==> config.mk <==
export PLATFORM = sky130hd
export DESIGN_NAME = reg_pipe_ce
export DESIGN_NICKNAME = d
export VERILOG_FILES = /design/src/rtl/reg_pipe_ce.sv
export SDC_FILE = /design/constraint.sdc
export NUM_CORES = 1
export LEC_CHECK = 0
export CAP_MARGIN = 20
export CORE_ASPECT_RATIO = 1.4
export CORE_MARGIN = 3
export CORE_UTILIZATION = 43
export DETAILED_ROUTE_END_ITERATION = 10
export GPL_TIMING_DRIVEN = 1
export HOLD_SLACK_MARGIN = 0.15
export PLACE_DENSITY = 0.75
export SLEW_MARGIN = 10
export SYNTH_ARGS = -nofsm -noshare
export SYNTH_HDL_FRONTEND = slang
export SYNTH_SLANG_ARGS = --single-unit
==> constraint.sdc <==
create_clock -name i_clk -period 1.4 [get_ports i_clk]
set_input_delay 0.28 -clock i_clk [delete_from_list [all_inputs] [get_ports i_clk]]
set_output_delay 0.28 -clock i_clk [all_outputs]
set_load 0.005 [all_outputs]
==> src/rtl/reg_pipe_ce.sv <==
// reg_pipe_ce: WIDTH-bit, DEPTH-stage data pipeline that advances only when
// all NUM_CE clock enables are high. Each stage carries a valid tag. The
// pipeline supports a synchronous flush and keeps a registered count of how
// many stages currently hold a valid word.
//
// Optional feature macro: REG_PIPE_STALL_CNT_EN
//   When defined, the block adds a 16-bit saturating counter, o_stall_cnt.
//   It counts the edges where a valid input word was offered but could not
//   be taken because the pipe was stalled.
module reg_pipe_ce #(
    parameter int WIDTH        = 18,
    parameter int DEPTH        = 2,
    parameter int NUM_CE       = 2,
    parameter int ZERO_INVALID = 0
) (
    input  logic                       i_clk,
    input  logic                       i_reset,
    input  logic [NUM_CE-1:0]          i_clk_en,
    input  logic                       i_flush,
    input  logic [WIDTH-1:0]           i_in,
    input  logic                       i_in_valid,
    output logic [WIDTH-1:0]           o_out,
    output logic                       o_out_valid,
    output logic [$clog2(DEPTH+1)-1:0] o_occupancy,
    output logic                       o_advance
`ifdef REG_PIPE_STALL_CNT_EN
    ,
    output logic [15:0]                o_stall_cnt
`endif
);

    localparam int OCC_W = $clog2(DEPTH+1);

    logic [WIDTH-1:0] r_stage [DEPTH];
    logic [DEPTH-1:0] r_valid;
    logic [OCC_W-1:0] r_occupancy;
    logic             r_advance;

    logic             w_adv;
    logic [WIDTH-1:0] w_inData;
    logic [OCC_W:0]   w_occNext;

    // The pipe moves only when every enable is high. The input data is
    // zeroed for invalid words when that option is selected. The occupancy
    // arithmetic carries one extra bit so the add and subtract cannot wrap
    // before the result is truncated.
    always_comb begin
        w_adv     = &i_clk_en;
        w_inData  = i_in;
        if ((ZERO_INVALID != 0) && !i_in_valid) begin
            w_inData = '0;
        end
        w_occNext = {1'b0, r_occupancy}
                  + (OCC_W+1)'(i_in_valid)
                  - (OCC_W+1)'(r_valid[DEPTH-1]);
    end

    // Stage data, valid tags and occupancy update together. Flush takes
    // priority over advance, and a stall holds everything.
    always_ff @(posedge i_clk or posedge i_reset) begin
        if (i_reset) begin
            for (int i = 0; i < DEPTH; i++) begin
                r_stage[i] <= '0;
            end
            r_valid     <= '0;
            r_occupancy <= '0;
        end else if (i_flush) begin
            for (int i = 0; i < DEPTH; i++) begin
                r_stage[i] <= '0;
            end
            r_valid     <= '0;
            r_occupancy <= '0;
        end else if (w_adv) begin
            r_stage[0] <= w_inData;
            r_valid[0] <= i_in_valid;
            for (int i = 1; i < DEPTH; i++) begin
                r_stage[i] <= r_stage[i-1];
                r_valid[i] <= r_valid[i-1];
            end
            r_occupancy <= w_occNext[OCC_W-1:0];
        end
    end

    // Diagnostic copy of the combined enable. Flush does not affect it.
    always_ff @(posedge i_clk or posedge i_reset) begin
        if (i_reset) begin
            r_advance <= 1'b0;
        end else begin
            r_advance <= w_adv;
        end
    end

    assign o_out       = r_stage[DEPTH-1];
    assign o_out_valid = r_valid[DEPTH-1];
    assign o_occupancy = r_occupancy;
    assign o_advance   = r_advance;

`ifdef REG_PIPE_STALL_CNT_EN
    logic [15:0] r_stallCnt;

    // Count the edges where a valid word was offered but the pipe was
    // stalled. The counter saturates at all-ones, and flush clears it.
    always_ff @(posedge i_clk or posedge i_reset) begin
        if (i_reset) begin
            r_stallCnt <= '0;
        end else if (i_flush) begin
            r_stallCnt <= '0;
        end else if (i_in_valid && !w_adv && (r_stallCnt != 16'hFFFF)) begin
            r_stallCnt <= r_stallCnt + 16'd1;
        end
    end

    assign o_stall_cnt = r_stallCnt;
`else
    // The stall counter is not built in this configuration.
`endif

endmodule
==> summary.md <==
| Metric | Value |
|---|---|
| Status | complete, but fails checks |
| Failing checks | setup timing |
| Htree depth | 2 |
| Most frequent cells after synthesis | nand2_1 (79), dfrtp_1 (41), a21oi_1 (40), buf_4 (18), buf_2 (8) |
| PortBufs | 45 |
| Share of cells above drive strength 1 | 9.013% |
| Clock tree buffer depth | 2 |
| Worst setup EP type | flop |
| Flops & latches, synth | 41 |
| Clock tree root driver cell | clkbuf_8 |
| Power Density | 1067 mW/mm^2 |
| Library cells used by synthesis | 12 |
| Post-cts hold buffer count | 0 |
| CTS tree | yes |
| CP cell instances | inv_1 -> ha_1 -> inv_1 -> ha_2 -> xnor2_1 -> or3_1 -> a21oi_1 |
| Fin area | ~0.0023 mm^2 |
| Top cell by count, worst path | inv_1 |
| DRC | 0 |
| Crit path max-delay cell type | dfrtp_1 |
| Post-synth ARST share | 100.0% |
| DIE AREA | 0.004941 mm^2 |
| Dpl ws | -0.1391 ns |
| Dpl cells | between 200 and 300 |
| Core Area | 0.003953 mm^2 |
| Max Freq | 0.6833 GHz |
| Period utilisation layout | 104.5% |
| Total wire length after detailed routing | 3320 um |
| DPL Wire Length | between 2000 and 2500 um |
| Slowest stage delay, CP | 0.35 ns |
| Pin count of the biggest net entering global routing | 42 |
| Later-pin clock latency in the skew report | 0.29 ns |
| Post-Syn Instances | 199 |
| Share of the synthesized area in the top cell type | 57.87% |
| Die H | between 80 and 90 um |
| EDFF count, synth | 0 |
| Yosys warns | 0 |
| Final worst slack | -0.06351 ns |
| GPL Wtd Cong | between 0.7 and 0.8 |
| Clock sink count | 41 |
| Worst hold path type | primary input to async pin |
| Vias in the first global route | 1278 |
| Max_cap viols | 0 |
| Via count | between 1000 and 1500 |
| Crit path max fanout | 2 |
| Tmin final | 1.464 ns |
| Via density | 4.913 |
| Post-synthesis cell area | around 0.0018 mm^2 |
| Initial antenna violation count | 0 |
| Row count | 27 |
| Max rail drop VDD | approximately 960 uV |
| Layout Nets | 258 |
| Total global routing overflow | 0 |
| CP arrival | 1.68 ns |
| Antenna-violating nets left | 0 |
| Synth Area per Inst | 8.909 um^2 |
| Top Ports | 46 |
| Drt wl/cell | 12.03 um |
| Clock slew at reported path FFs | 0.08 ns |
| Post-DP Area | about 0.0022 mm^2 |
| Crit Path Category | flop to flop |
| RSZ-0062 raised after global routing | yes |
| Starting Density | 44.86% |
| Synth top area cells | dfrtp_1 (58%), nand2_1 (17%), a21oi_1 (11%) |
| N_diodes | 0 |
| Top-count cell post-synth | nand2_1 |
| GRT Total Usage | between 10% and 20% |
| Final Hold Viols | 0 |
| Cts bufs inserted | 5 |
| WP data required | 1.62 ns |
| Worst Setup Start Kind | flop |
| DRT Pass-1 Iters | 4 |
| Final number of setup-violating endpoints | 1 |
| Max transition margin | 82.51% |
| Layout Cells excl Fill | 276 |
| Leakage power | approximately 1.1 nW |
| R2R setup slack | -0.06 ns |
| Most used DFF post-synth | dfrtp_1 |
| First-pass GRT wire length | ~5500 um |
| Setup tns final | -0.06351 ns |
| Area Overhead vs Synth | 30.77% |
| Worst-margin pin slew | 0.2624 ns |
| Syn_nets | between 200 and 250 |
| Initial DRC Count | 31 |
| Post-synthesis sequential area ratio | 57.87% |
| R2r worst-path depth | 7 |
| Die width | 60.27 um |
| Area leader, netlist | dfrtp_1 |
| Max-slew violations | 0 |
| Max Clock Skew | 0.003452 ns |
final timing paths:
check | start | end
min | i_reset | o_out[2]
max in group asynchronous | i_reset | o_out[12]
min reg2reg | o_out[8] | o_out[8]
max reg2reg | o_occupancy[0] | o_occupancy[1]
max | o_occupancy[0] | o_occupancy[1]
min in group i_clk | o_out[8] | o_out[8]
flip-flops by register name, indices dropped and copies added (netlist names):
name	cells
o_occupancy	2
o_out	18
o_advance	1
r_valid	2
r_stage	18
layer usage:
| layer | part of all wire [%] | global-route usage, % | wire length (um) |
|---|---|---|---|
| met5 | 0 | 0 | 0 |
| met4 | 2.0 | 7.317 | 66 |
| met3 | 6.6 | 4.717 | 218 |
| met2 | 49 | 24.89 | 1623 |
| met1 | 43 | 17.65 | 1412 |
timing repair:
item / CTS / global route
setup endpoints to repair: 22 / 2
gates resized for setup: 21 / 1
gates cloned: 0 / 0
setup buffers: 3 / 0
metrics by stage:
stage               utilization (%)  hold slack, ns  power, mW
global route                  58.66          0.3395      2.579
global placement              55.65          0.5030      1.514
detailed placement            55.65          0.5140      1.518
finish                        58.66          0.3145      2.474
CTS                           58.59          0.3247      2.499
floorplan                         -          0.4107      1.381
power by group:
group / leakage, nW / internal (mW) / switching (mW) / total (mW)
sequential: 0.563 / 1.22 / 0.0170 / 1.24
combinational: 0.496 / 0.126 / 0.121 / 0.246
clock: 0.0574 / 0.580 / 0.412 / 0.992
total: 1.12 / 1.92 / 0.550 / 2.47
logic make-up after synthesis:
logic type	after synthesis	share of synthesized area (%)
XOR/XNOR	1	0.4941
AO/OA/AOI/OAI	41	11.57
buffers and inverters	34	11.57
flip-flops	41	57.87
AND/OR/NAND/NOR	80	17.08
adder cells (fa/ha/maj)	2	1.411
placed cells by master, fill, tap and decap left out, drive strengths merged:
cell type | Yosys | routed
inv | 4 | 3
buf | 26 | 11
clkdlybuf4s50 | 0 | 23
clkbuf | 4 | 6
dfrtp | 41 | 41
bufinv | 0 | 1
clkinvlp | 0 | 1
dlygate4sd2 | 0 | 21
or3 | 1 | 1
xnor2 | 1 | 1
a21oi | 40 | 40
dlymetal6s2s | 0 | 1
o21ai | 1 | 1
clkinv | 0 | 1
nand2 | 79 | 79
ha | 2 | 2
cell type report:
cell class | instances | area (um^2)
flip-flops and latches | 41 | 1026
clock inverters | 2 | 37.54
clock buffers | 6 | 82.58
repair buffers | 56 | 559.3
inverters | 4 | 15.01
well taps | 43 | 53.80
fillers | 363 | 1634
multi-input cells | 124 | 544.3
worst max-delay path, delay by kind of cell (launching register included):
kind | cells | cell delay [ns]
flip-flops | 1 | 0.35
AND/OR/NAND/NOR | 1 | 0.30
XOR/XNOR | 1 | 0.12
buffers and inverters | 2 | 0.08
AO/OA/AOI/OAI | 1 | 0.12
adder cells (fa/ha/maj) | 2 | 0.43
(Power assumes the default switching activity.)
